## src/rtl/alu_wb_buffer.sv

```systemverilog
// alu_wb_buffer: per-lane FIFOs decoupling ALU results from the writeback port
package config_pkg;
    typedef struct packed {
        int unsigned NrALUs;
        int unsigned XLEN;
        int unsigned TRANS_ID_BITS;
    } cva6_cfg_t;
    localparam cva6_cfg_t cva6_cfg_empty = '{NrALUs: 2, XLEN: 64, TRANS_ID_BITS: 3};
endpackage

module alu_wb_buffer #(
    parameter config_pkg::cva6_cfg_t CVA6Cfg = config_pkg::cva6_cfg_empty,
    parameter int Depth = 2
) (
    input  logic                                            clk_i,
    input  logic                                            rst_i,
    input  logic                                            flush_i,
    input  logic [CVA6Cfg.NrALUs-1:0]                       alu_valid_i,
    input  logic [CVA6Cfg.NrALUs*CVA6Cfg.TRANS_ID_BITS-1:0] alu_trans_id_i,
    input  logic [CVA6Cfg.NrALUs*CVA6Cfg.XLEN-1:0]          alu_result_i,
    output logic [CVA6Cfg.NrALUs-1:0]                       alu_ready_o,
    output logic [CVA6Cfg.NrALUs-1:0]                       wb_valid_o,
    output logic [CVA6Cfg.NrALUs*CVA6Cfg.TRANS_ID_BITS-1:0] wb_trans_id_o,
    output logic [CVA6Cfg.NrALUs*CVA6Cfg.XLEN-1:0]          wb_result_o,
    input  logic [CVA6Cfg.NrALUs-1:0]                       wb_ready_i,
    output logic [CVA6Cfg.NrALUs*($clog2(Depth)+1)-1:0]     occupancy_o
);
    localparam int NA = int'(CVA6Cfg.NrALUs);
    localparam int XL = int'(CVA6Cfg.XLEN);
    localparam int TB = int'(CVA6Cfg.TRANS_ID_BITS);
    localparam int PW = $clog2(Depth);
    localparam int OW = PW + 1;

    for (genvar l = 0; l < NA; l++) begin : gen_lane
        logic [PW-1:0]    rptr_q, rptr_d, wptr_q, wptr_d;
        logic [OW-1:0]    cnt_q, cnt_d;
        logic [TB+XL-1:0] mem_q [Depth];
        logic [TB+XL-1:0] mem_d [Depth];
        logic             push, pop;

        assign alu_ready_o[l]           = cnt_q != OW'(Depth);
        assign wb_valid_o[l]            = cnt_q != '0;
        assign wb_trans_id_o[l*TB +: TB] = mem_q[rptr_q][XL +: TB];
        assign wb_result_o[l*XL +: XL]   = mem_q[rptr_q][XL-1:0];
        assign occupancy_o[l*OW +: OW]   = cnt_q;
        assign push = alu_valid_i[l] & alu_ready_o[l] & ~flush_i;
        assign pop  = wb_valid_o[l] & wb_ready_i[l] & ~flush_i;

        // next pointers/count; power-of-two depth lets pointers wrap by overflow
        always_comb begin
            rptr_d = flush_i ? '0 : rptr_q + PW'(pop);
            wptr_d = flush_i ? '0 : wptr_q + PW'(push);
            cnt_d  = flush_i ? '0 : cnt_q + OW'(push) - OW'(pop);
            mem_d  = mem_q;
            if (push) mem_d[wptr_q] = {alu_trans_id_i[l*TB +: TB], alu_result_i[l*XL +: XL]};
        end

        // control state, cleared immediately by reset
        always_ff @(posedge clk_i or posedge rst_i) begin
            if (rst_i) begin
                rptr_q <= '0;
                wptr_q <= '0;
                cnt_q  <= '0;
            end else begin
                rptr_q <= rptr_d;
                wptr_q <= wptr_d;
                cnt_q  <= cnt_d;
            end
        end

        // entry storage, never reset since occupancy gates visibility
        always_ff @(posedge clk_i) mem_q <= mem_d;
    end
endmodule

```

## config.mk

```make
export PLATFORM = sky130hd
export DESIGN_NAME = alu_wb_buffer
export DESIGN_NICKNAME = d
export VERILOG_FILES = /design/src/rtl/alu_wb_buffer.sv
export SDC_FILE = /design/constraint.sdc
export NUM_CORES = 1
export LEC_CHECK = 0
export ABC_CLOCK_PERIOD_IN_PS = 5800
export CAP_MARGIN = 20
export CORE_MARGIN = 3
export CORE_UTILIZATION = 40
export CTS_BUF_LIST = sky130_fd_sc_hd__clkbuf_16
export CTS_CLUSTER_DIAMETER = 200
export DETAILED_ROUTE_END_ITERATION = 6
export GPL_TIMING_DRIVEN = 0
export PLACE_DENSITY = 0.74
export SYNTH_ARGS = -nofsm -noshare
export SYNTH_HDL_FRONTEND = slang
export SYNTH_SLANG_ARGS = --single-unit
export TNS_END_PERCENT = 5
```

## constraint.sdc

```tcl
create_clock -name clk_i -period 5.8 [get_ports clk_i]
set_input_delay 1.16 -clock clk_i [delete_from_list [all_inputs] [get_ports clk_i]]
set_output_delay 1.16 -clock clk_i [all_outputs]
set_load 0.1 [all_outputs]
```

==> flow_summary.yaml, run 1 <==
floorplanning:
  boundaryPins: 283
  die_h_um: 166.2
  floorplan.rows: 57
  floorplan.initialDensity_pct: 41.48
  design.core.area_um2: 24750
  fp.dieArea_um2: 27620
  dieWidth_um: 166.2
worst_setup_path:
  critical_path_class: "reg2out"
  critical_path.endpoint_type: "output pin"
  worst_setup_start_kind: "register"
  critical_path_peak_fanout: 10
  required_ns: 4.64
  timing.critical_path.arrival_ns: 2.78
clock_tree:
  cts_tree: "yes"
  cts.repair_timing.setup_buffer_count: 0
  cts_hold_buf: 0
  clk-insertion-delay-late_ns: 0.54
  ctsHtreeMaxLevel: 1
  number_of_clock_buffers_inserted_by_tritoncts: 29
  clk_pin_slew_worst_paths_ns: 0.06
  cts-root-to-sink-buffers: 3
  clk_root_buffer_cell: "sky130_fd_sc_hd__clkbuf_16"
  cts_resized: 0
  cts_sinks: 276
power:
  p_total_mw: 6.179
  cellPowerDensity_nw_per_um2: 423.7
  power.static_leakage_nw: 5.001
  max-vdd-ir-drop_mv: 0.3117
finish:
  antenna-diode-count: 0
  num-nets-final: 932
  area_growth_syn_to_layout_pct: 42.08
  drive_above_1_share_pct: 25.68
drt:
  iteration_count_of_the_initial_detailed_routing_pass: 6
  wl_per_cell_um: 19.60
  finalWirelength_um: 22150
  drt-vias-per-instance: 4.785
  final_antenna_net_count: 0
  drt_iter0_drc: 323
  vias: 5407
  drc_errors: 0
synthesis:
  postSynth.asyncResetShare_pct: 2.899
  synth.avg_cell_area_um2: 22.03
  synth_seq_area_share_pct: 80.35
  synth_adder_area_share_pct: 0.9751
  synth_commonest_cells: "sky130_fd_sc_hd__edfxtp_1, sky130_fd_sc_hd__mux2_2, sky130_fd_sc_hd__mux2_4, sky130_fd_sc_hd__buf_2"
  synth_enable_flop_cells: 268
  post_synth_mux_area_share_pct: 15.58
  post_synth_xor_area_fraction_pct: 0.4388
  netlist.top_cell.by_area: "sky130_fd_sc_hd__edfxtp_1"
  synthesis.yosys.warnings: 0
  largest_family_of_logic_cells_by_synthesized_area: "multiplexers"
  post_synthesis_share_of_cell_area_spent_on_and_or_nand_and_nor_gates_pct: 1.097
  yosysMostFrequentCell: "sky130_fd_sc_hd__edfxtp_1"
  synth.top_cell.area_share_pct: 78.40
  synth-compound-area-share_pct: 0.09751
  postSynth.topFlopCell: "sky130_fd_sc_hd__edfxtp_1"
  synthesis.nets: 615
  yosys_register_bits: 276
  synthDistinctLibCells: 19
  synth_area_um2: 10260
  synth_top_cells_by_area: "sky130_fd_sc_hd__edfxtp_1, sky130_fd_sc_hd__mux2_2, sky130_fd_sc_hd__mux2_4"
  synth_cells: 466
timing:
  finalSetupViolCount: 0
  final.min_clock_period_ns: 3.939
  fin_worst_hold_slack_ns: 0.6914
  slew_headroom_pct: 27.79
  timing.final.ws_setup_ns: 1.861
  maxClockFrequency_ghz: 0.2539
  clock_skew_ns: 0.005705
  unrepaired_setup_endpoints_after_global_routing: "no"
  max_slew.worst_pin.slew_ns: 1.080
  report.final.hold_viol_count: 0
  slew_violations: 0
  fin_crit_sh_pct: 67.91
  finalSetupTns_ns: 0
worst_hold_path:
  worst_hold_path_type: "reg2reg"
global_route:
  grt_usage_pct: 15.50
  first_global_vias: 5864
  grt_pass1_wl_um: 33660
  globalRoute.totalOverflow: 0
  grt_start_max_net_pins: 63
  antenna_violations_before_repair: 1
placement:
  place_ws_ns: 2.388
  place.detailed.hpwl_um: 15360
  port_buffers: 282
  gp_congestion: 0.7624
job:
  maxCapViolCount: 0
status:
  run_status: "finished clean"
-- flip-flops by register name, summed over array words and instances, names as in the netlist --
| name | count |
|---|---|
| gen_lane.cnt_q | 4 |
| gen_lane.mem_q | 268 |
| gen_lane.rptr_q | 2 |
| gen_lane.wptr_q | 2 |
-- final timing paths --
| check | slack [ns] | cells after the start | startpoint | endpoint |
|---|---|---|---|---|
| worst min register to register | 0.69 | 2 | gen_lane[0].cnt_q[0]$_DFF_PP0_ | gen_lane[0].cnt_q[0]$_DFF_PP0_ |
| worst min-delay path | 0.69 | 2 | gen_lane[0].cnt_q[0]$_DFF_PP0_ | gen_lane[0].cnt_q[0]$_DFF_PP0_ |
| worst max-delay path | 1.86 | 5 | gen_lane[0].rptr_q$_DFF_PP0_ | wb_result_o[60] |
| worst max register to register | 3.88 | 4 | gen_lane[0].cnt_q[0]$_DFF_PP0_ | gen_lane[0].mem_q[126]$_DFFE_PP_ |
| max in group asynchronous | 4.67 | 2 | rst_i | gen_lane[0].cnt_q[0]$_DFF_PP0_ |
| min in group asynchronous | 0.88 | 2 | rst_i | gen_lane[1].wptr_q$_DFF_PP0_ |
-- routing by layer --
layer / track usage (%) / vias to the layer above / share of wire, %
met5: 0 / - / 0.054
met4: 2.966 / 2 / 2.0
met3: 7.236 / 36 / 12
met2: 25.74 / 265 / 47
met1: 18.80 / 2625 / 39
li1: - / 2479 / -
-- per-stage QoR --
stage / std cells / util, % / area (µm²)
2_1_floorplan: 466 / - / 10260
3_3_place_gp: 1072 / 54.52 / 13490
3_5_place_dp: 1076 / 55.17 / 13650
5_1_grt: 1130 / 58.93 / 14580
4_1_cts: 1130 / 58.93 / 14580
6_report: 1130 / 58.93 / 14580
-- power by group --
group / internal [mW] / leakage [nW] / total, mW / switching (mW)
clock: 1.04 / 0.470 / 1.78 / 0.739
combinational: 0.569 / 1.97 / 2.06 / 1.49
sequential: 2.31 / 2.57 / 2.34 / 0.0284
-- critical path: stages (launching register included) --
cell and delay [ns]:
sky130_fd_sc_hd__dfrtp_1 0.36, sky130_fd_sc_hd__buf_4 0.17, sky130_fd_sc_hd__buf_6 0.16, sky130_fd_sc_hd__buf_12 0.16
sky130_fd_sc_hd__mux2_4 0.19, sky130_fd_sc_hd__clkdlybuf4s50_1 1.19
-- layout by cell type, fill, tap and decap left out, types with 3 or more instances in the layout --
master,netlist,layout
sky130_fd_sc_hd__clkdlybuf4s50_1,0,282
sky130_fd_sc_hd__edfxtp_1,268,268
sky130_fd_sc_hd__mux2_2,118,118
sky130_fd_sc_hd__clkbuf_16,0,29
sky130_fd_sc_hd__mux2_4,18,18
sky130_fd_sc_hd__buf_2,10,10
sky130_fd_sc_hd__nor2_1,8,8
sky130_fd_sc_hd__inv_1,5,8
sky130_fd_sc_hd__clkinv_2,0,8
sky130_fd_sc_hd__dfrtp_1,8,8
sky130_fd_sc_hd__clkinv_1,0,6
sky130_fd_sc_hd__nor2b_1,4,4
sky130_fd_sc_hd__ha_1,8,4
sky130_fd_sc_hd__ha_4,0,4
sky130_fd_sc_hd__buf_16,0,4
sky130_fd_sc_hd__bufinv_16,0,3
-- cell type report --
class | count | area, µm²
Fill cell | 1816 | 10160
Buffer | 17 | 131.4
Clock inverter | 25 | 205.2
Tap cell | 324 | 405.4
Timing Repair Buffer | 286 | 2933
Inverter | 5 | 18.77
Multi-Input combinational cell | 168 | 1917
Sequential cell | 276 | 8248
Clock buffer | 29 | 725.7
-- logic make-up (layout without fill, tap and decap cells) --
| family | count (synthesis) | after routing |
|---|---|---|
| AO/OA/AOI/OAI | 2 | 2 |
| flip-flops | 276 | 276 |
| adder cells (fa/ha/maj) | 8 | 8 |
| buffers and inverters | 22 | 362 |
| AND/OR/NAND/NOR | 20 | 20 |
| multiplexers | 136 | 136 |
| XOR/XNOR | 2 | 2 |
No activity file was read; power rests on OpenSTA's default activity.
==> run 2, diff against run 1 <==
--- a/config.mk
+++ b/config.mk
@@ -5,7 +5,7 @@
 export SDC_FILE = /design/constraint.sdc
 export NUM_CORES = 1
 export LEC_CHECK = 0
-export ABC_CLOCK_PERIOD_IN_PS = 5800
+export ABC_CLOCK_PERIOD_IN_PS = 3700
 export CAP_MARGIN = 20
 export CORE_MARGIN = 3
 export CORE_UTILIZATION = 40
==> constraint.sdc (replaced) <==
create_clock -name clk_i -period 3.7 [get_ports clk_i]
set_input_delay 0.74 -clock clk_i [delete_from_list [all_inputs] [get_ports clk_i]]
set_output_delay 0.74 -clock clk_i [all_outputs]
set_load 0.1 [all_outputs]
==> results of run 2 <==
Same layout as run 1 (identical final DEF). Status: finished clean.
Main changes from that run: setup slack after placement 2.388 ns -> 0.7085 ns; setup slack after layout 1.861 ns -> 0.1810 ns; hold slack 0.6914 ns -> 0.4635 ns; register-to-register setup slack 3.88 ns -> 1.78 ns; total power 6.179 mW -> 9.686 mW; worst IR drop on VDD 0.3117 mV -> 0.4886 mV
